**src/rtl/i2c_ram_arbiter_if.sv**
```systemverilog
// Bus bundle between the two requesters (A: I2C slave, B: local host), the arbiter and the RAM.
// master = requester/RAM side, slave = arbiter side.
interface i2c_ram_arbiter_if;
    logic       a_req;
    logic       a_we;
    logic [7:0] a_addr;
    logic [7:0] a_wdata;
    logic       a_gnt;
    logic [7:0] a_rdata;
    logic       a_rvalid;
    logic       a_err;

    logic       b_req;
    logic       b_we;
    logic [7:0] b_addr;
    logic [7:0] b_wdata;
    logic       b_gnt;
    logic [7:0] b_rdata;
    logic       b_rvalid;

    logic       ram_en;
    logic       ram_we;
    logic [7:0] ram_addr;
    logic [7:0] ram_wdata;
    logic [7:0] ram_rdata;

    modport master (
        output a_req, a_we, a_addr, a_wdata,
        input  a_gnt, a_rdata, a_rvalid, a_err,
        output b_req, b_we, b_addr, b_wdata,
        input  b_gnt, b_rdata, b_rvalid,
        input  ram_en, ram_we, ram_addr, ram_wdata,
        output ram_rdata
    );

    modport slave (
        input  a_req, a_we, a_addr, a_wdata,
        output a_gnt, a_rdata, a_rvalid, a_err,
        input  b_req, b_we, b_addr, b_wdata,
        output b_gnt, b_rdata, b_rvalid,
        output ram_en, ram_we, ram_addr, ram_wdata,
        input  ram_rdata
    );
endinterface

```
**src/rtl/i2c_ram_arbiter.sv**
```systemverilog
// Two-port round-robin arbiter in front of a single-port RAM, with an optional
// write-protected upper address window for port A.
module i2c_ram_arbiter #(
    parameter logic [7:0] PROT_BASE = 8'hF0,
    parameter int         PROT_EN   = 1
) (
    input  logic               clk,
    input  logic               reset,
    i2c_ram_arbiter_if.slave   bus
);
    typedef enum logic [1:0] {
        IDLE   = 2'd0,
        ISSUE  = 2'd1,
        RDWAIT = 2'd2
    } state_t;

    state_t     state_q, state_d;
    logic       sel_b_q, sel_b_d;     // port being serviced: 0 = A, 1 = B
    logic       last_b_q, last_b_d;   // port granted most recently
    logic       we_q, we_d;
    logic [7:0] addr_q, addr_d;
    logic [7:0] wdata_q, wdata_d;
    logic [7:0] a_rdata_q, a_rdata_d;
    logic [7:0] b_rdata_q, b_rdata_d;
    logic       pick_b;
    logic       prot_hit;

    always_ff @(posedge clk) begin
        if (reset) begin
            state_q   <= IDLE;
            sel_b_q   <= 1'b0;
            last_b_q  <= 1'b1;
            we_q      <= 1'b0;
            addr_q    <= 8'h00;
            wdata_q   <= 8'h00;
            a_rdata_q <= 8'h00;
            b_rdata_q <= 8'h00;
        end else begin
            state_q   <= state_d;
            sel_b_q   <= sel_b_d;
            last_b_q  <= last_b_d;
            we_q      <= we_d;
            addr_q    <= addr_d;
            wdata_q   <= wdata_d;
            a_rdata_q <= a_rdata_d;
            b_rdata_q <= b_rdata_d;
        end
    end

    always_comb begin
        state_d   = state_q;
        sel_b_d   = sel_b_q;
        last_b_d  = last_b_q;
        we_d      = we_q;
        addr_d    = addr_q;
        wdata_d   = wdata_q;
        a_rdata_d = a_rdata_q;
        b_rdata_d = b_rdata_q;

        bus.ram_en    = 1'b0;
        bus.ram_we    = 1'b0;
        bus.ram_addr  = addr_q;
        bus.ram_wdata = wdata_q;
        bus.a_gnt     = 1'b0;
        bus.a_rvalid  = 1'b0;
        bus.a_err     = 1'b0;
        bus.a_rdata   = a_rdata_q;
        bus.b_gnt     = 1'b0;
        bus.b_rvalid  = 1'b0;
        bus.b_rdata   = b_rdata_q;

        // B wins only if A is absent or A was the last one served
        pick_b   = bus.b_req & (~bus.a_req | ~last_b_q);
        prot_hit = (PROT_EN != 0) && !sel_b_q && we_q && (addr_q >= PROT_BASE);

        case (state_q)
            IDLE: begin
                if (bus.a_req || bus.b_req) begin
                    sel_b_d = pick_b;
                    we_d    = pick_b ? bus.b_we    : bus.a_we;
                    addr_d  = pick_b ? bus.b_addr  : bus.a_addr;
                    wdata_d = pick_b ? bus.b_wdata : bus.a_wdata;
                    state_d = ISSUE;
                end
            end
            ISSUE: begin
                // a dropped protected write still counts as a grant for fairness
                last_b_d      = sel_b_q;
                bus.ram_en    = ~prot_hit;
                bus.ram_we    = we_q & ~prot_hit;
                bus.a_gnt     = ~sel_b_q;
                bus.b_gnt     = sel_b_q;
                bus.a_err     = prot_hit;
                state_d       = we_q ? IDLE : RDWAIT;
            end
            RDWAIT: begin
                // data is forwarded in the rvalid cycle and registered for later
                if (sel_b_q) begin
                    b_rdata_d    = bus.ram_rdata;
                    bus.b_rdata  = bus.ram_rdata;
                    bus.b_rvalid = 1'b1;
                end else begin
                    a_rdata_d    = bus.ram_rdata;
                    bus.a_rdata  = bus.ram_rdata;
                    bus.a_rvalid = 1'b1;
                end
                state_d = IDLE;
            end
            default: state_d = IDLE;
        endcase

        // an access interrupted by reset must not be seen at all
        if (reset) begin
            bus.ram_en   = 1'b0;
            bus.ram_we   = 1'b0;
            bus.a_gnt    = 1'b0;
            bus.a_rvalid = 1'b0;
            bus.a_err    = 1'b0;
            bus.b_gnt    = 1'b0;
            bus.b_rvalid = 1'b0;
            bus.a_rdata  = a_rdata_q;
            bus.b_rdata  = b_rdata_q;
        end
    end
endmodule
```
**src/flat_wrapper.sv**
```systemverilog
// flat-port wrapper written by rule: the top's interface ports become plain ports
module i2c_ram_arbiter_flat 
#(
    parameter logic [7:0] PROT_BASE = 8'hF0,
    parameter int         PROT_EN   = 1
)
  (clk, reset, bus_a_req, bus_a_we, bus_a_addr, bus_a_wdata, bus_a_gnt, bus_a_rdata, bus_a_rvalid, bus_a_err, bus_b_req, bus_b_we, bus_b_addr, bus_b_wdata, bus_b_gnt, bus_b_rdata, bus_b_rvalid, bus_ram_en, bus_ram_we, bus_ram_addr, bus_ram_wdata, bus_ram_rdata);
  i2c_ram_arbiter_if bus_i ();
  input  logic clk;
  input  logic reset;
  input wire logic [$bits(bus_i.a_req)-1:0] bus_a_req;
  input wire logic [$bits(bus_i.a_we)-1:0] bus_a_we;
  input wire logic [$bits(bus_i.a_addr)-1:0] bus_a_addr;
  input wire logic [$bits(bus_i.a_wdata)-1:0] bus_a_wdata;
  output wire logic [$bits(bus_i.a_gnt)-1:0] bus_a_gnt;
  output wire logic [$bits(bus_i.a_rdata)-1:0] bus_a_rdata;
  output wire logic [$bits(bus_i.a_rvalid)-1:0] bus_a_rvalid;
  output wire logic [$bits(bus_i.a_err)-1:0] bus_a_err;
  input wire logic [$bits(bus_i.b_req)-1:0] bus_b_req;
  input wire logic [$bits(bus_i.b_we)-1:0] bus_b_we;
  input wire logic [$bits(bus_i.b_addr)-1:0] bus_b_addr;
  input wire logic [$bits(bus_i.b_wdata)-1:0] bus_b_wdata;
  output wire logic [$bits(bus_i.b_gnt)-1:0] bus_b_gnt;
  output wire logic [$bits(bus_i.b_rdata)-1:0] bus_b_rdata;
  output wire logic [$bits(bus_i.b_rvalid)-1:0] bus_b_rvalid;
  output wire logic [$bits(bus_i.ram_en)-1:0] bus_ram_en;
  output wire logic [$bits(bus_i.ram_we)-1:0] bus_ram_we;
  output wire logic [$bits(bus_i.ram_addr)-1:0] bus_ram_addr;
  output wire logic [$bits(bus_i.ram_wdata)-1:0] bus_ram_wdata;
  input wire logic [$bits(bus_i.ram_rdata)-1:0] bus_ram_rdata;
  assign bus_i.a_req = bus_a_req;
  assign bus_i.a_we = bus_a_we;
  assign bus_i.a_addr = bus_a_addr;
  assign bus_i.a_wdata = bus_a_wdata;
  assign bus_a_gnt = bus_i.a_gnt;
  assign bus_a_rdata = bus_i.a_rdata;
  assign bus_a_rvalid = bus_i.a_rvalid;
  assign bus_a_err = bus_i.a_err;
  assign bus_i.b_req = bus_b_req;
  assign bus_i.b_we = bus_b_we;
  assign bus_i.b_addr = bus_b_addr;
  assign bus_i.b_wdata = bus_b_wdata;
  assign bus_b_gnt = bus_i.b_gnt;
  assign bus_b_rdata = bus_i.b_rdata;
  assign bus_b_rvalid = bus_i.b_rvalid;
  assign bus_ram_en = bus_i.ram_en;
  assign bus_ram_we = bus_i.ram_we;
  assign bus_ram_addr = bus_i.ram_addr;
  assign bus_ram_wdata = bus_i.ram_wdata;
  assign bus_i.ram_rdata = bus_ram_rdata;
  i2c_ram_arbiter #(.PROT_BASE(PROT_BASE), .PROT_EN(PROT_EN)) u_core (.clk(clk), .reset(reset), .bus(bus_i));
endmodule
```
**config.mk**
```make
export PLATFORM = sky130hd
export DESIGN_NAME = i2c_ram_arbiter_flat
export DESIGN_NICKNAME = d
export VERILOG_FILES = /design/src/rtl/i2c_ram_arbiter_if.sv /design/src/rtl/i2c_ram_arbiter.sv /design/src/flat_wrapper.sv
export SDC_FILE = /design/constraint.sdc
export NUM_CORES = 1
export LEC_CHECK = 0
export CORE_MARGIN = 2
export CORE_UTILIZATION = 37
export CTS_CLUSTER_DIAMETER = 120
export DETAILED_ROUTE_END_ITERATION = 16
export PLACE_DENSITY = 0.75
export RECOVER_POWER = 50
export SLEW_MARGIN = 0
export SYNTH_ARGS = -nofsm -noshare
export SYNTH_HDL_FRONTEND = slang
export SYNTH_SLANG_ARGS = --single-unit
```
**constraint.sdc**
```tcl
create_clock -name clk -period 1.3 [get_ports clk]
set_input_delay 0.13 -clock clk [delete_from_list [all_inputs] [get_ports clk]]
set_output_delay 0.13 -clock clk [all_outputs]
set_load 0.01 [all_outputs]
```
After elaboration in Yosys (flattened, before gate mapping)
Index checks and enable logic that the tools add are counted.
{"block": "totals", "out_inout_bits": 39, "elab_cells": 53, "register_bits": 37, "input_bits": 46}
{"block": "op_classes", "n_reduce_logical": 6, "magnitude_cmp": 1, "bitwise": 7, "muxes": 28, "eq_ne": 3}
{"op": "2-to-1 mux 8 bit", "count": 8}
{"op": "2-to-1 mux 1 bit", "count": 17}
{"op": "greater-or-equal comparator 8 bit (second input constant)", "count": 1}
{"op": "2-to-1 mux 2 bit", "count": 2}
{"op": "inverter 1 bit", "count": 4}
{"op": "one-hot mux 2 bit (2 select lines)", "count": 1}
{"op": "bitwise AND 1 bit", "count": 2}
{"op": "== test 2 x 1 -> 1 bit (second input constant)", "count": 1}
{"op": "== test 2 bit (second input constant)", "count": 1}
{"op": "logical AND 1 bit", "count": 2}
{"op": "logical NOT 2 bit", "count": 1}
{"op": "inequality test 2 x 1 -> 1 bit (second input constant)", "count": 1}
{"op": "AND reduction 2 bit", "count": 1}
{"op": "logical NOT 1 bit", "count": 1}
{"op": "logical OR 1 bit", "count": 1}
{"op": "OR 1 bit", "count": 1}

Longest topological paths before layout
{"block": "depth", "word_depth": 7, "ltp_mapped": 5, "mapped_depth_nobuf": 3}

Least setup slack after synthesis
No wires, ideal clock.
{"block": "synth_path", "path_type": "reg2out", "startpoint": "register u_core.sel_b_q", "endpoint": "output bus_a_rdata[0]", "slack_ns": -0.214, "t_required_ns": 1.170, "path_stages_with_launch": 4, "path_buffers": 1, "t_arrival_ns": 1.384, "cell_sequence": "dfxtp_1 > buf_6 > nor4b_4 > mux2_2"}
{"block": "synth_between", "elab_chain_len": 3}
{"item": "start, declared", "line_no": "i2c_ram_arbiter.sv:18", "source": "logic sel_b_q, sel_b_d;"}
{"item": "start signal, assigned", "line_no": "i2c_ram_arbiter.sv:40", "source": "sel_b_q <= sel_b_d;"}
{"item": "2-to-1 mux 8 bit (2 in a row)"}
{"item": "2-to-1 mux 8 bit", "line_no": "i2c_ram_arbiter.sv:113", "source": "if (reset) begin"}
{"item": "end, declared", "line_no": "flat_wrapper.sv:16", "source": "output wire logic [$bits(bus_i.a_rdata)-1:0] bus_a_rdata;"}
No other way between the ends.

Worst setup path in the final report
{"block": "layout_path", "startpoint": "register u_core.sel_b_q", "endpoint": "output bus_a_rdata[5]"}
The elaborated chain is that of the path after synthesis.

==> results.ini <==
[clock_network]
cts_max_path_buffers=2
tritoncts=built
cts_hold_buf=0
h-tree-depth=2
cts_sinks=37
clk_pin_slew_ps=80
cts_made_buffers=5
cts-root-buf=clkbuf_8
clk_latency_ps=290

[die]
die_h_um=73.4
die_w_um=73.4
start_util_pct=38.0
std_cell_rows=25
die_area_um2=5390
ios=85
core-area_um2=4690

[finish]
utilization_pct=72.0
layoutNonFillerInstCount=370
diodes=0
final_cell_mix=clkdlybuf4s50_1, buf_6, nand2_1, dfxtp_1, buf_4
nets=361
layout-drive-gt1-share_pct=38.3
area_delta_synth_final_pct=89.3
final_area_um2=3380
final_common_cell=clkdlybuf4s50_1

[synth]
syn_inst=196
synthDistinctLibCells=25
seq_area_frac_synth_pct=41.5
ys_warn_count=0
netlist_area_um2=1780
synth-seq-cells=37
yosys-top-cells-area=dfxtp_1, mux2_2, mux2i_1, a311oi_1, nand2_1
syn_area_per_cell_um2=9.10
yosys.area.top_type=dfxtp_1
synth_top_area_share_pct=41.5
syn_nets=242

[place]
hpwl_um=3790
numPortBuffers=84
globalplace.congestion=0.774
dpl_worst_slack_ps=-844
place_inst=345
place_area_um2=2870

[sta]
finalCritPeriodShare_pct=136
worst_slack_ps=-470
drv_slew=0
finalCriticalPeriod_ps=1770
holdWs_ps=413
fmax_ghz=0.565
hold_viol_final=0
setup_viol=56
relSlewSlack_pct=82.7
tightest_slew_ps=259
clock_skew_ps=8.87
rsz0062_at_grt=true

[route]
vias_per_cell=5.13
num_vias=1897
drtIter0Drc=77
drtPass1Iterations=4
drc_errors=0
drtAntennaViolNets=0
drt-wirelength-per-cell_um=16.4
routed_wirelength_um=6050

[min_path]
hp-start=bus_a_wdata[6]
hp-class=primary input to register

[power]
worst_ir_drop_vdd_mv=0.771
p_per_area_nw_per_um2=952
power.leakage_uw=0.00146

[critical_path]
worstPathRequired_ps=1170
cp-end-kind=primary output
start_kind=register
cp_max_fo=6
path_class=register to primary output
r2r-start=u_core.sel_b_q$_SDFFE_PP0P_
worstSetupStartpoint=u_core.sel_b_q$_SDFFE_PP0P_
critPathArrivalTime_ps=1640

[global_route]
grt_overflow_total=0
grtUsageTotal_pct=22.0
grt_pass1_wl_um=9100
antenna_found_initial=0
grt_max_degree=22
grt_pass1_vias=1913

[run]
drv_cap=0

[outcome]
violations=negative setup slack
status=complete, but fails checks

worst paths after layout:
path / endpoint / slack (ps) / depth (start not counted)
hold reg to reg: u_core.a_rdata_q[2]$_SDFF_PP0_ / 500 / 2
hold / removal: u_core.bus.ram_wdata[6]$_SDFFE_PP0P_ / 410 / 3
setup / recovery: bus_a_rdata[5] / -470 / 5
setup reg to reg: u_core.a_rdata_q[6]$_SDFF_PP0_ / -210 / 7
metal layers:
layer	vias to the layer above	share of wire [%]	track usage (%)
met5	-	0	0
met4	0	1.8	6.46
met3	11	5.1	5.49
met2	54	51	38.5
met1	896	42	26.4
li1	936	-	-
cell families after synthesis:
group                  count (synthesis)  synth area share [%]
DFF                                   37                  41.5
muxes                                 33                  19.6
AOI/OAI and AO/OA                     38                  15.1
buffers and inverters                 17                  4.91
and+or+nand+nor                       71                  18.8
synthesized netlist by cell type:
master,n
a21bo_2,2
a21boi_2,1
a21oi_1,18
a311oi_1,17
and2_1,3
and3_1,1
and4b_2,1
and4bb_2,1
buf_2,10
buf_4,1
buf_6,1
clkbuf_1,5
dfxtp_1,37
mux2_2,16
mux2i_1,17
nand2_1,34
nand2b_1,2
nand3_1,2
nand3b_1,1
nor2_1,21
nor2b_1,1
nor3b_1,1
nor4b_4,1
or2_1,1
or2_2,1
layout make-up:
| cell class | count | area [um2] |
|---|---|---|
| clock buffers | 5 | 68.8 |
| clock inverters | 3 | 46.3 |
| fillers | 334 | 1310 |
| multi-input cells | 143 | 1130 |
| flip-flops and latches | 37 | 752 |
| well taps | 54 | 67.6 |
| repair buffers | 128 | 1310 |
state kept, by name (all words and copies together) (netlist names):
register	flops
u_core.a_rdata_q	8
u_core.b_rdata_q	8
u_core.bus.ram_addr	8
u_core.bus.ram_wdata	8
u_core.state_q	2
u_core.last_b_q	1
u_core.sel_b_q	1
u_core.we_q	1
where the power goes:
group          switching [uW]  total, uW  internal [uW]
clock network             428       1000            574
logic                     394        942            548
registers                56.7       1270           1220
total                     879       3220           2340
repair_timing:
item | in CTS | in global routing
endpoints found under the hold margin | 0 | 0
buffers inserted | 9 | 3
resized for setup | 164 | 26
gates cloned | 2 | 3
pin swaps | 13 | 14
endpoints found under the setup margin | 60 | 62
critical path: stages (launching register included):
cell,delay (ps)
dfxtp_4,370
nor4b_4,270
buf_6,180
buf_6,110
mux2_4,300
buf_6,130
per-stage QoR:
step	total power, uW	TNS (ps)
after floorplan	1610	-1280
after global placement	2060	-19520
after detailed placement	2080	-21290
after CTS	3120	-8170
after global routing	3360	-13440
final	3220	-10390
No activity file was read; power rests on OpenSTA's default activity.
